$ cat src/rtl/modmul_arbiter_if.sv
`default_nettype none
// ============================================================================
//  Module      : modmul_arbiter_if
//  Description : Bundle of the two requester ports, the shared modular
//                multiplier port and the two response ports of
//                modmul_arbiter. The arbiter connects through the slave
//                modport; the environment (requesters plus the multiplier)
//                uses the master modport.
//  Revision    : 1.0  initial release
// ============================================================================
interface modmul_arbiter_if #(
  parameter int W = 14
);
  // requester side
  logic         req0_vld;
  logic         req1_vld;
  logic [W-1:0] req0_a;
  logic [W-1:0] req0_b;
  logic [W-1:0] req1_a;
  logic [W-1:0] req1_b;
  logic         req0_rdy;
  logic         req1_rdy;

  // shared multiplier side
  logic         mm_vld;
  logic [W-1:0] mm_a;
  logic [W-1:0] mm_b;
  logic [W-1:0] mm_p;

  // response side
  logic         rsp0_vld;
  logic         rsp1_vld;
  logic [W-1:0] rsp0_p;
  logic [W-1:0] rsp1_p;
  logic         err0;
  logic         err1;

  modport slave (
    input  req0_vld, req1_vld, req0_a, req0_b, req1_a, req1_b, mm_p,
    output req0_rdy, req1_rdy, mm_vld, mm_a, mm_b,
           rsp0_vld, rsp1_vld, rsp0_p, rsp1_p, err0, err1
  );

  modport master (
    output req0_vld, req1_vld, req0_a, req0_b, req1_a, req1_b, mm_p,
    input  req0_rdy, req1_rdy, mm_vld, mm_a, mm_b,
           rsp0_vld, rsp1_vld, rsp0_p, rsp1_p, err0, err1
  );
endinterface
`default_nettype wire

$ cat src/rtl/modmul_arbiter.sv
`default_nettype none
// ============================================================================
//  Module      : modmul_arbiter
//  Description : Two-requester round-robin front end for a shared, fixed-
//                latency modular multiplier. One request is accepted and
//                issued per cycle; a LAT+1 stage tag pipeline carries the
//                requester id back so each result is routed to its owner,
//                in acceptance order, LAT+2 cycles after acceptance.
//  Options     : define MODMUL_ARB_RANGE_CHECK_EN to reject operands >= Q
//                (not issued, answered with rsp_p=0 and err=1).
//  Revision    : 1.0  initial release
// ============================================================================
module modmul_arbiter #(
  parameter int           W   = 14,
  parameter logic [W-1:0] Q   = 14'd12289,
  parameter int           LAT = 3
) (
  input  logic            clk,
  input  logic            rst,
  modmul_arbiter_if.slave bus
);

  // An illegal configuration never grants, so it can never issue garbage.
  localparam bit c_cfg_ok = (LAT >= 1) && (LAT <= 8) && (Q > W'(1));

  // arbitration
  logic         gnt0;
  logic         gnt1;
  logic         acc;
  logic         acc_id;
  logic [W-1:0] sel_a;
  logic [W-1:0] sel_b;
  logic         bad;
  logic         issue;
  logic         ptr_q;
  logic         ptr_d;

  // multiplier issue registers
  logic         mm_vld_q;
  logic         mm_vld_d;
  logic [W-1:0] mm_a_q;
  logic [W-1:0] mm_a_d;
  logic [W-1:0] mm_b_q;
  logic [W-1:0] mm_b_d;

  // tag pipeline: stage 0 lines up with mm_vld, stage LAT with mm_p
  logic [LAT:0] tag_vld_q;
  logic [LAT:0] tag_vld_d;
  logic [LAT:0] tag_id_q;
  logic [LAT:0] tag_id_d;
  logic [LAT:0] tag_err_q;
  logic [LAT:0] tag_err_d;

  // response registers
  logic [W-1:0] rsp_val;
  logic         rsp0_vld_q;
  logic         rsp0_vld_d;
  logic         rsp1_vld_q;
  logic         rsp1_vld_d;
  logic [W-1:0] rsp0_p_q;
  logic [W-1:0] rsp0_p_d;
  logic [W-1:0] rsp1_p_q;
  logic [W-1:0] rsp1_p_d;
  logic         err0_q;
  logic         err0_d;
  logic         err1_q;
  logic         err1_d;

  // Grant: a lone requester always wins, under contention the pointer decides.
  always_comb begin
    gnt0 = 1'b0;
    gnt1 = 1'b0;
    if (!rst && c_cfg_ok) begin
      gnt0 = bus.req0_vld && (!ptr_q || !bus.req1_vld);
      gnt1 = bus.req1_vld && ( ptr_q || !bus.req0_vld);
    end
    acc    = gnt0 || gnt1;
    acc_id = gnt1;
    sel_a  = gnt1 ? bus.req1_a : bus.req0_a;
    sel_b  = gnt1 ? bus.req1_b : bus.req0_b;
  end

`ifdef MODMUL_ARB_RANGE_CHECK_EN
  // Flag accepted operands that are not reduced modulo Q.
  always_comb begin
    bad = (sel_a >= Q) || (sel_b >= Q);
  end
`else
  // Range checking not built: every accepted request is issued as-is.
  always_comb begin
    bad = 1'b0;
  end
`endif

  // Pointer moves to the loser after each acceptance; operands hold when idle.
  always_comb begin
    issue    = acc && !bad;
    ptr_d    = acc ? !acc_id : ptr_q;
    mm_vld_d = issue;
    mm_a_d   = issue ? sel_a : mm_a_q;
    mm_b_d   = issue ? sel_b : mm_b_q;
  end

  // Every acceptance (issued or rejected) enters the tag pipeline.
  always_comb begin
    tag_vld_d = {tag_vld_q[LAT-1:0], acc};
    tag_id_d  = {tag_id_q[LAT-1:0],  acc_id};
    tag_err_d = {tag_err_q[LAT-1:0], acc && bad};
  end

  // Route the result at the pipeline tail to its owner; rejected ones read 0.
  always_comb begin
    rsp_val    = tag_err_q[LAT] ? '0 : bus.mm_p;
    rsp0_vld_d = tag_vld_q[LAT] && !tag_id_q[LAT];
    rsp1_vld_d = tag_vld_q[LAT] &&  tag_id_q[LAT];
    rsp0_p_d   = rsp0_vld_d ? rsp_val : rsp0_p_q;
    rsp1_p_d   = rsp1_vld_d ? rsp_val : rsp1_p_q;
    err0_d     = rsp0_vld_d && tag_err_q[LAT];
    err1_d     = rsp1_vld_d && tag_err_q[LAT];
  end

  // State registers; reset drops everything in flight.
  always_ff @(posedge clk or posedge rst) begin
    if (rst) begin
      ptr_q      <= 1'b0;
      mm_vld_q   <= 1'b0;
      mm_a_q     <= '0;
      mm_b_q     <= '0;
      tag_vld_q  <= '0;
      tag_id_q   <= '0;
      tag_err_q  <= '0;
      rsp0_vld_q <= 1'b0;
      rsp1_vld_q <= 1'b0;
      rsp0_p_q   <= '0;
      rsp1_p_q   <= '0;
      err0_q     <= 1'b0;
      err1_q     <= 1'b0;
    end else begin
      ptr_q      <= ptr_d;
      mm_vld_q   <= mm_vld_d;
      mm_a_q     <= mm_a_d;
      mm_b_q     <= mm_b_d;
      tag_vld_q  <= tag_vld_d;
      tag_id_q   <= tag_id_d;
      tag_err_q  <= tag_err_d;
      rsp0_vld_q <= rsp0_vld_d;
      rsp1_vld_q <= rsp1_vld_d;
      rsp0_p_q   <= rsp0_p_d;
      rsp1_p_q   <= rsp1_p_d;
      err0_q     <= err0_d;
      err1_q     <= err1_d;
    end
  end

  assign bus.req0_rdy = gnt0;
  assign bus.req1_rdy = gnt1;
  assign bus.mm_vld   = mm_vld_q;
  assign bus.mm_a     = mm_a_q;
  assign bus.mm_b     = mm_b_q;
  assign bus.rsp0_vld = rsp0_vld_q;
  assign bus.rsp1_vld = rsp1_vld_q;
  assign bus.rsp0_p   = rsp0_p_q;
  assign bus.rsp1_p   = rsp1_p_q;
  assign bus.err0     = err0_q;
  assign bus.err1     = err1_q;

endmodule
`default_nettype wire
$ cat src/flat_wrapper.sv
// flat-port wrapper written by rule: the top's interface ports become plain ports
module modmul_arbiter_flat 
#(
  parameter int           W   = 14,
  parameter logic [W-1:0] Q   = 14'd12289,
  parameter int           LAT = 3
)
  (clk, rst, bus_req0_vld, bus_req1_vld, bus_req0_a, bus_req0_b, bus_req1_a, bus_req1_b, bus_mm_p, bus_req0_rdy, bus_req1_rdy, bus_mm_vld, bus_mm_a, bus_mm_b, bus_rsp0_vld, bus_rsp1_vld, bus_rsp0_p, bus_rsp1_p, bus_err0, bus_err1);
  modmul_arbiter_if #(.W(W)) bus_i ();
  input  logic clk;
  input  logic rst;
  input wire logic [$bits(bus_i.req0_vld)-1:0] bus_req0_vld;
  input wire logic [$bits(bus_i.req1_vld)-1:0] bus_req1_vld;
  input wire logic [$bits(bus_i.req0_a)-1:0] bus_req0_a;
  input wire logic [$bits(bus_i.req0_b)-1:0] bus_req0_b;
  input wire logic [$bits(bus_i.req1_a)-1:0] bus_req1_a;
  input wire logic [$bits(bus_i.req1_b)-1:0] bus_req1_b;
  input wire logic [$bits(bus_i.mm_p)-1:0] bus_mm_p;
  output wire logic [$bits(bus_i.req0_rdy)-1:0] bus_req0_rdy;
  output wire logic [$bits(bus_i.req1_rdy)-1:0] bus_req1_rdy;
  output wire logic [$bits(bus_i.mm_vld)-1:0] bus_mm_vld;
  output wire logic [$bits(bus_i.mm_a)-1:0] bus_mm_a;
  output wire logic [$bits(bus_i.mm_b)-1:0] bus_mm_b;
  output wire logic [$bits(bus_i.rsp0_vld)-1:0] bus_rsp0_vld;
  output wire logic [$bits(bus_i.rsp1_vld)-1:0] bus_rsp1_vld;
  output wire logic [$bits(bus_i.rsp0_p)-1:0] bus_rsp0_p;
  output wire logic [$bits(bus_i.rsp1_p)-1:0] bus_rsp1_p;
  output wire logic [$bits(bus_i.err0)-1:0] bus_err0;
  output wire logic [$bits(bus_i.err1)-1:0] bus_err1;
  assign bus_i.req0_vld = bus_req0_vld;
  assign bus_i.req1_vld = bus_req1_vld;
  assign bus_i.req0_a = bus_req0_a;
  assign bus_i.req0_b = bus_req0_b;
  assign bus_i.req1_a = bus_req1_a;
  assign bus_i.req1_b = bus_req1_b;
  assign bus_i.mm_p = bus_mm_p;
  assign bus_req0_rdy = bus_i.req0_rdy;
  assign bus_req1_rdy = bus_i.req1_rdy;
  assign bus_mm_vld = bus_i.mm_vld;
  assign bus_mm_a = bus_i.mm_a;
  assign bus_mm_b = bus_i.mm_b;
  assign bus_rsp0_vld = bus_i.rsp0_vld;
  assign bus_rsp1_vld = bus_i.rsp1_vld;
  assign bus_rsp0_p = bus_i.rsp0_p;
  assign bus_rsp1_p = bus_i.rsp1_p;
  assign bus_err0 = bus_i.err0;
  assign bus_err1 = bus_i.err1;
  modmul_arbiter #(.W(W), .Q(Q), .LAT(LAT)) u_core (.clk(clk), .rst(rst), .bus(bus_i));
endmodule
$ cat config.mk
export PLATFORM = sky130hd
export DESIGN_NAME = modmul_arbiter_flat
export DESIGN_NICKNAME = d
export VERILOG_FILES = /design/src/rtl/modmul_arbiter_if.sv /design/src/rtl/modmul_arbiter.sv /design/src/flat_wrapper.sv
export SDC_FILE = /design/constraint.sdc
export NUM_CORES = 1
export LEC_CHECK = 0
export ABC_AREA = 0
export CORE_MARGIN = 2
export CORE_UTILIZATION = 43
export CTS_CLUSTER_DIAMETER = 100
export CTS_CLUSTER_SIZE = 14
export DETAILED_ROUTE_END_ITERATION = 12
export PLACE_DENSITY = 0.93
export SETUP_SLACK_MARGIN = 0.15
export SYNTH_ARGS = -nofsm -noshare
export SYNTH_HDL_FRONTEND = slang
export SYNTH_SLANG_ARGS = --single-unit
$ cat constraint.sdc
create_clock -name clk -period 5.7 [get_ports clk]
set_input_delay 0.57 -clock clk [delete_from_list [all_inputs] [get_ports clk]]
set_output_delay 0.57 -clock clk [all_outputs]
set_load 0.1 [all_outputs]
* Word-level counts from Yosys, hierarchy flattened *
Cells that the tools add are included.

cells by class
  reductions and logical operators = 12
  muxes and demuxes = 4

operators by type and width
  operator           number
  $mux 14            2
  $logic_not 1->1    5
  $logic_and 1x1->1  4
  $logic_or 1x1->1   3
  $mux 1             2

storage, ports and cells
  input bits = 74
  output and inout port bits = 63
  logic and storage cells = 26
  register bits after elaboration = 68

* Depth between registers and ports, before layout *
Gate-level depths: netlist of run 1.

  depth after elaboration = 5
  gate-level depth with buffers = 5
  depth with buffers taken out = 3

* Least setup slack after synthesis of run 1 *
Ideal clock, no wire load.

  path type = input to output
  start point = in rst
  end point = out bus_req0_rdy
  path buffers = 0
  arrival time = 3.674 ns
  data required time = 5.130 ns
  cell stages on the path = 3
  path slack = 1.456 ns
  cell sequence = inv_1 > nand2_1 > a21oi_1

on the way
  word-level cells in the longest chain between the ends = 1

RTL lines
  item         RTL line              source
  from (decl)  flat_wrapper.sv:11    input logic rst;
  $mux 1       modmul_arbiter.sv:73  if (!rst && c_cfg_ok) begin
  to (decl)    flat_wrapper.sv:19    output wire logic [$bits(bus_i.req0_rdy)-1:0] bus_req0_rdy;

Every way passes these cells.

* Final worst setup path of run 1 *
  start point = in rst
  end point = out bus_req1_rdy

on the way
  word-level cells in the longest chain between the ends = 1

RTL lines
  item       RTL line              source
  $mux 1     modmul_arbiter.sv:73
  to (decl)  flat_wrapper.sv:20    output wire logic [$bits(bus_i.req1_rdy)-1:0] bus_req1_rdy;

Every way passes these cells.

==> results_dict.tcl, run 1 <==
set metrics [dict create \
    p_sw_share_pct 46.2 \
    viasPerCell 5.25 \
    die_y_um 84.6 \
    cts_setup_buffers 0 \
    antennaDiodeCount 0 \
    clock_power_share_pct 22.9 \
    period_minus_slack_ns 3.74 \
    cts_hold_buf 0 \
    critPathCaptureType "output pin" \
    cts_buffers 9 \
    htreeDepth 3 \
    ys_seq_area_share_pct 60.0 \
    fmax_mhz 267 \
    setup_viol 0 \
    place_congestion 0.764 \
    cellPowerDensity_nw_per_um2 451 \
    rsz0062_at_grt "false" \
    hpwl_um 4900 \
    ir_drop_mv 0.299 \
    total_power_w 0.00195 \
    r2r-end "u_core.bus.mm_b[12]" \
    min_from "u_core.tag_vld_q[2]" \
    whs_path_depth 0 \
    clkLatencyLatePin_ns 0.32 \
    cts_sinks 67 \
    place_ws_ns 1.99 \
    combPwrFrac_pct 46.6 \
    cap_violations 0 \
    rows 29 \
    r2r_start "u_core.ptr_q" \
    die_w_um 84.6 \
    r2r_cells 3 \
    drt_pass1_iterations 4 \
    drc 0 \
    grt_use_total_pct 19.8 \
    grt_start_max_net_pins 68 \
    final_nets 445 \
    fin_crit_sh_pct 65.7 \
    worst_ep_arrival_time_ns 3.17 \
    dieArea_sq_um 7160 \
    layout-drive-gt1-share_pct 13.3 \
    critical_path_class "in2out" \
    ctsLongestPathBuffers 2 \
    slew_headroom_pct 22.1 \
    core-area_sq_um 6310 \
    nFillCells 480 \
    holdPathEnd "u_core.tag_vld_q[3]" \
    fin_util_pct 68.6 \
    ios 137 \
    slew_viol_final 0 \
    via_count 2379 \
    synth_area_sq_um 2800 \
    worstMarginPinSlew_ns 1.16 \
    cts_resized 0 \
    required_ns 5.13 \
    timing.final.ws_setup_ns 1.96 \
    ys_ff_latch 67 \
    syn_area_per_cell_sq_um 11.4 \
    pwr-share-seq_pct 30.4 \
    grt_pass1_vias 2373 \
    p_leak_nw 1.74 \
    hold_viol 0 \
    clk_pin_slew_ns 0.07 \
    fin_tns_setup_ns 0 \
    hp-class "reg2reg" \
    grt_pass1_wl_um 11200 \
    drt_iter0_drc 78 \
    ant_nets 0 \
    area_delta_synth_final_pct 54.9 \
    crit_path_start_kind "input port" \
    crit_fanout 30 \
    routed_wl_um 6970 \
    ys_types 19 \
    start_util_pct 44.3 \
    synth_warnings 0 \
    cts_root_buf "clkbuf_8" \
    wl_per_cell_um 15.4 \
    clock_skew_ns 0.00902 \
    port_buffers 134 \
    synthCells 246 \
    p_int_w 0.00105 \
    p_switching_w 0.000903 \
    grt-ovfl-total 0 \
    cts_tree "done" \
    ff2ff_setup_slack_ns 3.84 \
    antenna_found_initial 0 \
    outcome "complete, no violations" \
]
==> worst max-delay path by stage <==
| stage | startpoint | end | slack, ns | cells past startpoint |
|---|---|---|---|---|
| 5_1_grt | rst | bus_req1_rdy | 1.77 | 4 |
| 3_3_place_gp | rst | bus_req1_rdy | 2.03 | 4 |
| 2_1_floorplan | rst | bus_req0_rdy | 1.46 | 3 |
| 6_report | rst | bus_req1_rdy | 1.96 | 4 |
| 3_5_place_dp | rst | bus_req1_rdy | 1.99 | 4 |
| 4_1_cts | rst | bus_req1_rdy | 1.99 | 4 |
==> cells by family (layout without fill, tap and decap cells) <==
logic type,count (synthesis),count (layout),synth area share (%)
AOI/OAI and AO/OA,59,59,12.0
buffers and inverters,26,155,6.13
DFF,67,67,60.0
muxes,28,28,11.3
other,1,2,0.134
and+or+nand+nor,65,65,10.5
==> state kept, by name, indices dropped and copies added, names as in the netlist <==
register	flops
u_core.bus.rsp1_p	14
u_core.tag_id_q	4
u_core.bus.rsp0_vld	1
u_core.bus.mm_a	14
u_core.ptr_q	1
u_core.bus.rsp0_p	14
u_core.bus.rsp1_vld	1
u_core.tag_vld_q	4
u_core.bus.mm_b	14
==> synth_stat cells (all sizes together) <==
cell type / count / area, sq um
dfrtp: 67 / 1680
o21ai: 29 / 145
nor2b: 2 / 15.0
inv: 3 / 11.3
buf: 18 / 141
a31oi: 28 / 175
clkbuf: 5 / 18.8
conb: 1 / 3.75
mux2: 28 / 315
nor2: 29 / 109
nand2b: 3 / 18.8
nand3: 28 / 140
a21oi: 1 / 5.00
nand2: 3 / 11.3
o21ba: 1 / 10.0
==> placed cells by master (no fill, tap or decap) <==
| cell type | synthesis | routed |
|---|---|---|
| clkdlybuf4s50_1 | 0 | 134 |
| dfrtp_1 | 67 | 67 |
| nor2_1 | 29 | 29 |
| mux2_2 | 28 | 28 |
| nand3_1 | 28 | 28 |
| o21ai_0 | 28 | 28 |
| a31oi_1 | 28 | 28 |
| clkbuf_8 | 0 | 11 |
| nand2b_1 | 3 | 3 |
| nand2_1 | 3 | 3 |
| inv_1 | 3 | 2 |
| nor2b_2 | 1 | 2 |
| conb_1 | 1 | 2 |
| bufinv_16 | 0 | 2 |
| clkinv_4 | 0 | 2 |
| buf_4 | 8 | 2 |
| o21ba_2 | 1 | 1 |
| o21ai_1 | 1 | 1 |
| inv_2 | 0 | 1 |
| a21oi_1 | 1 | 1 |
| clkinvlp_4 | 0 | 1 |
==> power by group through the flow <==
stage	Clock (W)	Combinational, W	Sequential [W]
after global routing	0.000481	0.000937	0.000604
final	0.000448	0.000911	0.000594
after global placement	0	0.000903	0.000598
after detailed placement	0	0.000913	0.000604
after floorplan	0	0.000138	0.00115
after CTS	0.000458	0.000915	0.000595
==> stage by stage <==
step,cells,instance area (sq um),hold WS [ns]
2_1_floorplan,247,2800,0.331
3_3_place_gp,437,4100,0.333
3_5_place_dp,437,4100,0.336
4_1_cts,453,4330,0.353
5_1_grt,453,4330,0.356
6_report,453,4330,0.351
==> critical path, stage by stage <==
cell,delay [ns]
clkdlybuf4s50_1,0.47
nand2b_1,0.62
nor2_1,0.33
clkdlybuf4s50_1,1.17
==> routing by layer <==
layer / GRT usage (%) / vias up / part of all wire, %
li1: - / 1117 / -
met1: 23.0 / 1133 / 40
met2: 34.1 / 117 / 51
met3: 5.90 / 12 / 7.6
met4: 8.23 / 0 / 1.8
met5: 0 / - / 0
==> layout make-up <==
type	instances	area, sq um	share of cell area (%)
Clock buffer	11	151	3.50
Inverter	3	11.3	0.260
Timing Repair Buffer	136	1360	31.3
Tap cell	77	96.3	2.22
Sequential cell	67	1680	38.7
Multi-Input combinational cell	154	955	22.0
Clock inverter	5	85.1	1.96
Note: power is estimated with default switching activity, not from simulation.
==> run 2: changes to the inputs <==
CORE_UTILIZATION = 36   (was 43)
PLACE_DENSITY = 0.84   (was 0.93)
clock period = 3.1 ns   (was 5.7 ns; I/O delays follow)
==> run 2 against run 1 <==
  * Utilization decreased by 11 points
  * Die area increased by 18%
  * Flip-flop and latch count unchanged
  * Sequential power increased by 84%
  * Largest cell class unchanged
  * Sequential share of layout area decreased by 0.52 points
  * Combinational power increased by 84%
  * Highest routed layer unchanged
  * Register-to-register slack got worse by 2.2 ns
==> results_dict.tcl, run 2 (synthesized netlist as in run 1, its figures left out) <==
set metrics [dict create \
    clock_power_share_pct 21.2 \
    fmax_mhz 462 \
    fin_crit_sh_pct 69.9 \
    holdPathEnd "u_core.tag_vld_q[3]" \
    fin_cells 483 \
    critPathCaptureType "output pin" \
    clk_pin_slew_ns 0.08 \
    r2r_start "u_core.tag_id_q[3]" \
    design_area_sq_um 4390 \
    p_sw_share_pct 48.1 \
    cts_sinks 67 \
    cp_slowest_cell "clkdlybuf4s50_1" \
    grt-ovfl-total 0 \
    worstPathCellList "clkdlybuf4s50_1" \
    drt_iter0_drc 106 \
    ctsLongestPathBuffers 2 \
    rows 32 \
    ff2ff_setup_slack_ns 1.63 \
    hold_viol 0 \
    dieArea_sq_um 8490 \
    place_ws_ns 1.03 \
    slew_viol_final 0 \
    antenna_found_initial 0 \
    fin_tns_setup_ns 0 \
    cts_root_buf "clkbuf_8" \
    antennaDiodeCount 0 \
    die_w_um 92.1 \
    grt_use_total_pct 17.0 \
    cp.depth 1 \
    viasPerCell 4.93 \
    pwr-share-seq_pct 31.1 \
    required_ns 2.79 \
    cts_resized 0 \
    nFillCells 658 \
    drt_pass1_iterations 4 \
    cts_tree "done" \
    worstMarginPinSlew_ns 1.00 \
    ios 137 \
    cts_hold_buf 0 \
    whs_path_depth 0 \
    r2r_cells 2 \
    slew_headroom_pct 33.1 \
    cellPowerDensity_nw_per_um2 802 \
    crit_fanout 2 \
    hp-class "reg2reg" \
    r2r-end "u_core.bus.rsp0_p[10]" \
    p_int_w 0.00183 \
    place_congestion 0.760 \
    via_count 2380 \
    cp.buffers_inverters 1 \
    hpwl_um 5080 \
    critical_path_class "reg2out" \
    cap_violations 0 \
    cts_setup_buffers 0 \
    p_switching_w 0.00169 \
    clock_skew_ns 0.00790 \
    rsz0062_at_grt "false" \
    combPwrFrac_pct 47.7 \
    clkLatencyLatePin_ns 0.33 \
    crit_family "buffers and inverters" \
    layout-drive-gt1-share_pct 16.0 \
    dp_cells 467 \
    wl_per_cell_um 14.5 \
    period_minus_slack_ns 2.17 \
    grt_pass1_vias 2399 \
    htreeDepth 3 \
    cp_slowest_stage_delay_ns 1.15 \
    crit_path_start_kind "flip-flop" \
    core-area_sq_um 7610 \
    ir_drop_mv 0.346 \
    timing.final.ws_setup_ns 0.934 \
    cts_buffers 9 \
    grt_start_max_net_pins 68 \
    min_from "u_core.tag_vld_q[2]" \
    final_cell_mix "clkdlybuf4s50_1, dfrtp_1, nor2_1" \
    die_y_um 92.1 \
    worst_ep_arrival_time_ns 1.86 \
    final_nets 450 \
    grt_pass1_wl_um 11300 \
    area_delta_synth_final_pct 57.0 \
    outcome "complete, no violations" \
    ant_nets 0 \
    place_area_sq_um 4180 \
    p_leak_nw 1.76 \
    routed_wl_um 6980 \
    drc 0 \
    setup_viol 0 \
    port_buffers 134 \
    mostFrequentLayoutCell "clkdlybuf4s50_1" \
    start_util_pct 36.8 \
]
==> run 2: cell count changes in the layout (fill, tap and decap cells not counted), moves of 2 or more <==
cell	before	now
clkbuf_8	11	9
clkinvlp_4	1	3
clkinv_4	2	0
buf_4	2	10
clkdlybuf4s50_1	134	129
buf_12	0	2
inv_6	0	3
==> run 2: area by class of cell <==
cell class / instances / area, sq um / area share (%)
Sequential cell: 67 / 1680 / 38.2
Clock buffer: 9 / 124 / 2.82
Tap cell: 102 / 128 / 2.91
Inverter: 3 / 15.0 / 0.342
Clock inverter: 7 / 82.6 / 1.88
Timing Repair Buffer: 141 / 1410 / 32.0
Multi-Input combinational cell: 154 / 958 / 21.8
==> run 2: stage by stage <==
stage / util (%) / total power, W / hold slack [ns]
finish: 57.7 / 0.00352 / 0.350
global route: 57.7 / 0.00365 / 0.357
CTS: 57.7 / 0.00355 / 0.352
detailed placement: 55.0 / 0.00280 / 0.336
global placement: 55.0 / 0.00278 / 0.334
floorplan: - / 0.00236 / 0.331
==> run 2: routing by layer <==
| layer | GRT usage (%) | vias to the layer above | wire length (um) |
|---|---|---|---|
| met5 | 0 | - | 0 |
| met2 | 28.7 | 98 | 3420 |
| met1 | 20.2 | 1149 | 2960 |
| li1 | - | 1129 | - |
| met4 | 5.22 | 0 | 38 |
| met3 | 6.33 | 4 | 562 |
==> run 2: worst max path at each step <==
stage                       startpoint                   to  slack (ns)
global placement                   rst  u_core.bus.mm_a[12]        1.10
finish              u_core.bus.mm_b[1]          bus_mm_b[1]        0.93
floorplan                          rst         bus_req0_rdy        0.72
CTS                 u_core.bus.mm_b[0]          bus_mm_b[0]        0.91
detailed placement                 rst   u_core.bus.mm_b[2]        1.03
global route        u_core.bus.mm_b[0]          bus_mm_b[0]        0.88
==> run 2: power by group through the flow <==
stage	sequential (W)	combinational [W]	clock, W
finish	0.00109	0.00168	0.000746
global route	0.00111	0.00173	0.000807
CTS	0.00110	0.00169	0.000767
global placement	0.00110	0.00167	0
detailed placement	0.00111	0.00169	0
floorplan	0.00211	0.000254	0
==> run 3: changes to the inputs <==
CORE_UTILIZATION = 40   (was 36)
PLACE_DENSITY = 0.87   (was 0.84)
clock period = 2.1 ns   (was 3.1 ns; I/O delays follow)
==> run 3 against run 2 <==
  * Clock-buffer cell count stayed put
  * Clock power is 58% higher
  * Worst setup slack worse by 0.52 ns
  * Die area is 9.6% lower
  * Register-to-register slack worse by 1.0 ns
  * Wire length is 3.6% higher
  * Sequential power is 49% higher
  * Critical endpoint is now bus_req1_rdy
  * Final area is 1.3% lower
  * Sequential share of layout area is 0.52 points higher
  * Clock skew is 0.0024 ns lower
  * Non-clock buffer count is 3 higher
  * Critical path depth is 3 higher
  * Critical path type is now in2out
==> results_dict.tcl, run 3 (synthesized netlist as in run 1, its figures left out) <==
set metrics [dict create \
    outcome "complete, no violations" \
    rsz0062_at_grt "false" \
    fin_util_pct 63.8 \
    htreeDepth 3 \
    mostFrequentLayoutCell "clkdlybuf4s50_1" \
    ant_nets 0 \
    holdWs_ns 0.350 \
    cts_setup_buffers 0 \
    dieArea_sq_um 7680 \
    fin_cells 480 \
    cts_resized 0 \
    slew_headroom_pct 44.5 \
    clock_skew_ns 0.00546 \
    crit_fanout 11 \
    fin_crit_sh_pct 80.3 \
    required_ns 1.89 \
    drt_iter0_drc 89 \
    drc 0 \
    final_cell_mix "clkdlybuf4s50_1, dfrtp_1, buf_4" \
    ctsLongestPathBuffers 2 \
    grt_pass1_wl_um 11400 \
    cts_buffers 9 \
    hold_viol 0 \
    setup_viol 0 \
    antennaDiodeCount 0 \
    clkLatencyLatePin_ns 0.33 \
    r2r_cells 4 \
    place_ws_ns 0.307 \
    p_leak_nw 1.84 \
    timing.final.ws_setup_ns 0.415 \
    antenna_found_initial 0 \
    die_w_um 87.6 \
    place_congestion 0.779 \
    cts_tree "done" \
    cellPowerDensity_nw_per_um2 1210 \
    critPathCaptureType "output pin" \
    viasPerCell 5.01 \
    ir_drop_mv 0.560 \
    grt_use_total_pct 19.2 \
    layout-drive-gt1-share_pct 31.5 \
    cts_sinks 67 \
    crit_path_end "bus_req1_rdy" \
    hpwl_um 5440 \
    drt_pass1_iterations 4 \
    dp_cells 464 \
    worstMarginPinSlew_ns 0.832 \
    die_y_um 87.6 \
    fin_tns_setup_ns 0 \
    via_count 2405 \
    grt-ovfl-total 0 \
    cts_root_buf "clkbuf_8" \
    crit_path_start_kind "input port" \
    final_nets 453 \
    rows 30 \
    port_buffers 134 \
    fmax_mhz 593 \
    grt_start_max_net_pins 68 \
    r2r_start "u_core.ptr_q" \
    area_delta_synth_final_pct 54.9 \
    cap_violations 0 \
    crit_start "rst" \
    period_minus_slack_ns 1.69 \
    worst_ep_arrival_time_ns 1.48 \
    ff2ff_setup_slack_ns 0.63 \
    wl_per_cell_um 15.1 \
    start_util_pct 41.2 \
    r2r-end "u_core.bus.mm_b[0]" \
    slew_viol_final 0 \
    hp-class "reg2reg" \
    grt_pass1_vias 2404 \
    ios 137 \
    critical_path_class "in2out" \
    core-area_sq_um 6790 \
    cts_hold_buf 0 \
    routed_wl_um 7230 \
    clk_pin_slew_ns 0.07 \
]
## run 3: changes by cell type in the layout (fill, tap and decap cells not counted), sizes merged
cell | previous run | this run
buf | 12 | 71
bufinv | 1 | 2
clkdlybuf4s50 | 129 | 73
clkinv | 0 | 2
inv | 6 | 3
## run 3: per-layer routing
| metal | routed length [um] | GRT usage [%] |
|---|---|---|
| met3 | 526 | 4.62 |
| met2 | 3640 | 32.9 |
| met5 | 0 | 0 |
| met1 | 2920 | 23.5 |
| met4 | 140 | 7.55 |
## run 3: worst min-delay path by stage
stage | from | to | slack, ns | cells past startpoint
after global routing | u_core.tag_vld_q[1] | u_core.tag_vld_q[2] | 0.36 | 0
after floorplan | u_core.tag_id_q[0] | u_core.tag_id_q[1] | 0.33 | 0
final | u_core.tag_id_q[1] | u_core.tag_id_q[2] | 0.35 | 0
after global placement | u_core.tag_id_q[0] | u_core.tag_id_q[1] | 0.33 | 0
after detailed placement | u_core.tag_id_q[1] | u_core.tag_id_q[2] | 0.33 | 0
after CTS | u_core.tag_id_q[1] | u_core.tag_id_q[2] | 0.35 | 0
## run 3: area by class of cell
class | instances | area [sq um]
sequential | 67 | 1680
multi-input combinational | 154 | 968
timing repair buffer | 144 | 1330
fill | 544 | 2460
clock buffer | 9 | 124
clock inverter | 7 | 101
inverter | 3 | 15.0
tap | 96 | 120
## run 3: through the flow
step,cell area (sq um),power [W]
3_5_place_dp,4110,0.00410
3_3_place_gp,4110,0.00406
4_1_cts,4330,0.00529
2_1_floorplan,2820,0.00349
6_report,4330,0.00525
5_1_grt,4330,0.00543
## run 3: where the power goes
part           switching, W  internal, W  total (W)
clock network      0.000508     0.000676    0.00118
logic               0.00187     0.000573    0.00244
registers          0.000121      0.00150    0.00162
total               0.00250      0.00275    0.00525
## run 3: worst max-delay path, cell delays in order
cell and delay [ns]:
clkdlybuf4s50_1 0.49, nand2b_1 0.34, nor2_2 0.24, buf_12 0.20
